--- src/rtl/stream_pkg.sv ---
// Shared definitions for the ready-latency-1 streaming blocks.
package stream_pkg;

    localparam int READY_LATENCY = 1;

    // Width able to hold an occupancy count 0..depth inclusive.
    function automatic int level_width(input int depth);
        return $clog2(depth + 1);
    endfunction

endpackage

--- src/rtl/stream_fifo_mem.sv ---
// DEPTH-entry beat storage: one write port, combinational read of the head,
// pointers wrapping modulo DEPTH (DEPTH need not be a power of two).
module stream_fifo_mem
    import stream_pkg::*;
#(
    parameter int WIDTH = 26,
    parameter int DEPTH = 4
) (
    input  logic             clk,
    input  logic             rst,
    input  logic             wr_en,
    input  logic [WIDTH-1:0] wr_beat,
    input  logic             rd_en,
    output logic [WIDTH-1:0] rd_beat
);

    localparam int PW = (DEPTH > 1) ? $clog2(DEPTH) : 1;

    logic [WIDTH-1:0] mem [DEPTH];
    logic [PW-1:0]    wr_ptr;
    logic [PW-1:0]    rd_ptr;

    function automatic logic [PW-1:0] bump(input logic [PW-1:0] p);
        return (p == PW'(DEPTH - 1)) ? '0 : p + PW'(1);
    endfunction

    always_ff @(posedge clk) begin
        if (rst) begin
            wr_ptr <= '0;
            rd_ptr <= '0;
        end else begin
            if (wr_en) wr_ptr <= bump(wr_ptr);
            if (rd_en) rd_ptr <= bump(rd_ptr);
        end
    end

    // Storage is deliberately left out of reset; the pointers define validity.
    always_ff @(posedge clk) begin
        if (wr_en) mem[wr_ptr] <= wr_beat;
    end

    assign rd_beat = mem[rd_ptr];

endmodule

--- src/rtl/stream_fifo_rl1.sv ---
// Avalon-ST packet FIFO, ready latency 1 on both sides, with optional
// store-and-forward release gating.
module stream_fifo_rl1
    import stream_pkg::*;
#(
    parameter int DATA_WIDTH  = 24,
    parameter int DEPTH       = 4,
    parameter int PACKET_MODE = 0,
    parameter int LW          = level_width(DEPTH)
) (
    input  logic                  clk,
    input  logic                  rst,
    input  logic                  snk_valid,
    input  logic [DATA_WIDTH-1:0] snk_data,
    input  logic                  snk_sop,
    input  logic                  snk_eop,
    output logic                  snk_ready,
    input  logic                  src_ready,
    output logic                  src_valid,
    output logic [DATA_WIDTH-1:0] src_data,
    output logic                  src_sop,
    output logic                  src_eop,
    output logic [LW-1:0]         level,
    output logic [LW-1:0]         pkt_count
);

    typedef struct packed {
        logic                  sop;
        logic                  eop;
        logic [DATA_WIDTH-1:0] data;
    } beat_t;

    beat_t         wr_beat;
    beat_t         head;
    logic          snk_ready_d;
    logic          src_ready_d;
    logic          wr;
    logic          rd;
    logic          release_ok;
    logic [LW-1:0] level_nxt;
    logic [LW-1:0] pkt_nxt;

    assign wr_beat = '{sop: snk_sop, eop: snk_eop, data: snk_data};
    assign wr      = snk_valid & snk_ready_d;

    // Store-and-forward waits for a complete packet, unless the FIFO is full:
    // a packet longer than DEPTH would otherwise never be released.
    assign release_ok = (PACKET_MODE == 0) || (pkt_count != '0) || (level == LW'(DEPTH));
    assign src_valid  = src_ready_d & (level != '0) & release_ok;
    assign rd         = src_valid;

    assign level_nxt = level + LW'(wr) - LW'(rd);
    assign pkt_nxt   = pkt_count + LW'(wr & snk_eop) - LW'(rd & head.eop);

    always_ff @(posedge clk) begin
        if (rst) begin
            snk_ready   <= 1'b0;
            snk_ready_d <= 1'b0;
            src_ready_d <= 1'b0;
            level       <= '0;
            pkt_count   <= '0;
        end else begin
            // Counting the grant already in flight keeps a free slot for it
            // regardless of what the read side does.
            snk_ready   <= ({1'b0, level_nxt} + (LW + 1)'(snk_ready)) <= (LW + 1)'(DEPTH - 1);
            snk_ready_d <= snk_ready;
            src_ready_d <= src_ready;
            level       <= level_nxt;
            pkt_count   <= pkt_nxt;
        end
    end

    stream_fifo_mem #(
        .WIDTH ($bits(beat_t)),
        .DEPTH (DEPTH)
    ) u_mem (
        .clk     (clk),
        .rst     (rst),
        .wr_en   (wr),
        .wr_beat (wr_beat),
        .rd_en   (rd),
        .rd_beat (head)
    );

    assign src_data = head.data;
    assign src_sop  = head.sop;
    assign src_eop  = head.eop;

endmodule

--- config.mk ---
export PLATFORM = sky130hd
export DESIGN_NAME = stream_fifo_rl1
export DESIGN_NICKNAME = d
export VERILOG_FILES = /design/src/rtl/stream_pkg.sv /design/src/rtl/stream_fifo_mem.sv /design/src/rtl/stream_fifo_rl1.sv
export SDC_FILE = /design/constraint.sdc
export NUM_CORES = 1
export LEC_CHECK = 0
export ABC_AREA = 1
export BUFFER_PORTS_ARGS = -buffer_cell sky130_fd_sc_hd__buf_4
export CORE_MARGIN = 3
export CORE_UTILIZATION = 45
export DETAILED_ROUTE_END_ITERATION = 6
export PLACE_DENSITY = 0.65
export SYNTH_ARGS = -nofsm -noshare
export SYNTH_HDL_FRONTEND = slang
export SYNTH_SLANG_ARGS = --single-unit
--- constraint.sdc ---
create_clock -name clk -period 3.1 [get_ports clk]
set_clock_uncertainty 0.2 [all_clocks]
set_input_delay 0.465 -clock clk [delete_from_list [all_inputs] [get_ports clk]]
set_output_delay 0.465 -clock clk [all_outputs]
set_load 0.02 [all_outputs]
-- Word level (Yosys, flattened, before mapping)
Memories as Yosys holds them, arrays and structs flattened. A register that Yosys moved wholly into a read port is not among the register bits.
Cells that the tools add are included.
- add/sub/neg operators: 7
- order comparisons: 1
- equality and inequality tests: 2
- mux-type cells: 6
- bitwise logic cells: 4
- reduce and logical (&&, ||, !) cells: 1
- operator list (operator ; number):
    $mux 2 ; 4
    $add 3x1->3 ; 2
    $sub 3x1->3 ; 2
    $add 2x1->2 const B ; 2
    $add 3x1->4 ; 1
    $and 1x1->1 ; 4
    $eq 2x2->1 const B ; 2
    $le 4x2->1 const B ; 1
    $reduce_bool 3->1 ; 1
    $mux 1 ; 2
- flip-flop bits (word level): 13
- RAM bits: 104
- bits of input ports: 30
- output and inout port bits: 34
- word-level logic and storage cells: 29
- memories kept: 1
- memory list (name ; depth ; bits a word ; rd ports ; clocked after Yosys merged registers in ; write ports ; line ; source):
    u_mem.mem ; 4 ; 26 ; 1 ; 1 ; 1 ; stream_fifo_mem.sv:19 ; logic [WIDTH-1:0] mem [DEPTH];

-- Logic depth before layout (Yosys ltp)
- depth after elaboration: 5
- depth in mapped cells: 11

-- By module
From an unflattened synthesis, not the netlist that was laid out.
- cells, all modules: 507
- area, all modules: 5176.2 µm²
- modules (own cells, without submodules) (module ; times used ; cells an instance ; area each (µm²) ; sequential area each (µm²)):
    stream_fifo_mem ; 1 ; 447 ; 4712.0 ; 3243.1
    stream_fifo_rl1 ; 1 ; 60 ; 464.2 ; 180.2

-- Worst setup path before layout
OpenSTA, ideal clock, no wires.
- path kind: in2reg
- start point: input snk_valid
- end point: memory u_mem.mem[0][0] (enable)
- setup time: 0.409 ns
- data arrival time: 1.759 ns
- required time: 2.491 ns
- slack: 0.732 ns
- cell stages on the path: 2
- buffers on the path: 0
- path through: nand2_1 nor2_1
- word-level cells in the longest chain between the ends: 3
- ends and longest elaborated chain (item ; line ; source):
    start: declaration ; stream_fifo_rl1.sv:13 ; input logic snk_valid,
    $and 1x1->1 ; stream_fifo_rl1.sv:44 ; assign wr = snk_valid & snk_ready_d;
    $mux 1 ; stream_fifo_mem.sv:39 ; if (wr_en) mem[wr_ptr] <= wr_beat;
    $mux 1 (not written as such) ; stream_fifo_mem.sv:39 ;
    end: declaration ; stream_fifo_mem.sv:19 ;
Every way passes these cells.

==> impl_metrics.yaml <==
critical_path:
  cp_top_family: "flip-flops"
  worstPathArrival_ps: 1910
  cp_max_fo: 17
  slowest_delay_ps: 570
  worst_ep_required_time_ps: 2430
  crit_chain: "buf_4 > o21ai_0 > o22ai_1 > buf_4"
  critPathBufInv: 2
  worstSetupPathType: "register to output pin"
  timing.rr.end: "pkt_count[2]$_SDFF_PP0_"
  worst_path_max_delay_cell: "dfxtp_1"
  path_common_cell: "buf_4"
  cp_num_cells: 4
  ff2ff_path_depth: 11
  endpoint: "src_data[8]"
  crit_path_end_kind: "output pin"
  worstSetupStartpointType: "register"
  r2r_setup_slack_ps: 720
synth:
  synthDistinctLibCells: 21
  yosysTopAreaCell: "edfxtp_1"
  synth.most_common_cell: "edfxtp_1"
  ys_seq_area_share_pct: 74.2
  async_flop_share_pct: 0
  ys_dominant_reg_cell: "edfxtp_1"
  ys_top_cells_by_area: "edfxtp_1, dfxtp_1, nor2_1"
  synth_common_cells: "edfxtp_1, nor2_1, o21ai_0, o21ai_1, o22ai_1"
  post_synth_inst_count: 354
  netlist.area_leader.share_pct: 67.7
  netlist_area_um2: 4610
  synth_area_per_cell_um2: 13.0
  yosysWarnings: 0
  synth-edff-count: 104
  syn_nets: 394
  synth-seq-cells: 119
layout:
  layout.nets: 499
  antenna_cells: 0
  drive_gt1_share_pct: 23.9
  area_growth_syn_to_layout_pct: 32.5
clock_network:
  clock_path_buffers: 2
  cts_hold_buf: 29
  cts_max_level: 4
  path_clk_slew_ps: 60
  ctsResizeCount: 0
  post-cts-setup-buffers: 0
  cts_buffers: 17
  clkLatencyLatePin_ps: 500
  ctsRootBufferMaster: "clkbuf_8"
  cts_tree: "built"
  clkSinkCount: 119
sta:
  rsz0062_at_grt: "false"
  tightestPinTransition_ps: 550
  min_period_ps: 2570
  slew_violations: 0
  hold_viol_final: 0
  finalCritPeriodShare_pct: 83.0
  setup_violations: 0
  whs_ps: 180
  fmax_mhz: 389
  tns_ps: 0
  max-slew-margin-rel_pct: 63.3
pwr:
  power_leakage_nw: 2.30
  irDropWorstVdd_uv: 532
  power.density_nw_per_um2: 799
global_route:
  met1_usage_pct: 20.1
  grt_pass1_vias: 2945
  use_met3_pct: 5.22
  overflow: 0
  grt_max_degree: 51
  grt_pass1_wl_um: 14300
  antenna_found_initial: 0
  grtUsageMet2_pct: 27.3
  grt_use_total_pct: 16.4
  top_usage_layer: "met2"
detailed_routing:
  drc_errors: 0
  postRouteWirelength_um: 8900
  drtIter0Drc: 135
  wl_per_cell_um: 14.7
  first_pass_iters: 4
  via_per_inst: 4.90
  ant_nets: 0
  vias: 2965
die:
  io_pins: 64
  num_rows: 36
  die_w_um: 107
  core_area_um2: 9860
  die_h_um: 107
  start_util_pct: 46.8
  die-area_um2: 11500
min_path:
  hold_path_class: "input pin to register"
job:
  drv_cap: 0
placement:
  place_congestion: 0.730
  dp_hpwl_um: 5250
  io_buffers: 63
outcome:
  status: "finished clean"
==> area by class of cell <==
type,instances,area [µm²]
clock buffer,17,414
fill,738,3750
inverter,25,96.3
multi-input combinational,194,1020
sequential,119,3420
tap,133,166
timing repair buffer,102,838
clock inverter,15,155
==> flip-flops by register name, indices dropped and copies added (netlist names), named ones only <==
name,count
src_ready_d,1
pkt_count,3
level,3
snk_ready,1
u_mem.rd_ptr,2
u_mem.mem,104
u_mem.wr_ptr,2
snk_ready_d,1
==> worst min-delay path, cell delays in order <==
cell	delay (ps)
buf_4	80
nand2_1	130
a21oi_1	170
==> through the flow <==
step	setup WS [ps]	cells	power (W)	utilization, %	instance area, µm²
finish	526	605	0.00489	62.0	6110
global route	381	605	0.00512	62.0	6110
CTS	457	605	0.00493	62.0	6110
detailed placement	735	544	0.00307	53.3	5260
global placement	817	544	0.00305	53.3	5260
floorplan	732	354	0.00263	-	4610
==> worst min-delay path by stage <==
stage	start	to	slack, ps	depth (start not counted)
global placement	snk_ready$_SDFF_PP0_	snk_ready_d$_SDFF_PP0_	230	2
floorplan	u_mem.rd_ptr[1]$_SDFFE_PP0P_	register	270	2
CTS	snk_valid	u_mem.wr_ptr[1]$_SDFFE_PP0P_	180	3
finish	snk_valid	u_mem.wr_ptr[1]$_SDFFE_PP0P_	180	3
global route	snk_valid	u_mem.wr_ptr[1]$_SDFFE_PP0P_	190	3
detailed placement	snk_ready$_SDFF_PP0_	snk_ready_d$_SDFF_PP0_	240	2
==> logic make-up after synthesis <==
logic type,share of synthesized area [%]
compound gates,9.87
flops,74.2
fa+ha+maj,3.04
xor+xnor,0.190
buf+inv,4.34
simple gates,8.35
==> routing by layer <==
metal  up-vias  routed length, µm
li1       1476                  -
met1      1408               3940
met2        70               4430
met3        11                430
met4         0                104
met5         -                  0
==> cells in the final DEF, fill, tap and decap left out, drive strengths merged <==
| cell type | instances |
|---|---|
| o21ai | 53 |
| inv | 27 |
| nor2 | 74 |
| buf | 73 |
| or2 | 2 |
| o22ai | 25 |
| dlygate4sd3 | 29 |
| xor2 | 1 |
| nand3b | 2 |
| dfxtp | 15 |
| nand3 | 1 |
| edfxtp | 104 |
| nand2 | 20 |
| bufinv | 2 |
| a21oi | 6 |
| clkinv | 8 |
| fa | 2 |
| ha | 8 |
| clkbuf | 17 |
| clkinvlp | 3 |
==> report_power, final <==
group,switching [W],internal [W]
Combinational,0.000701,0.000456
Clock,0.000683,0.00114
Sequential,0.0000582,0.00185
(Power assumes the default switching activity.)
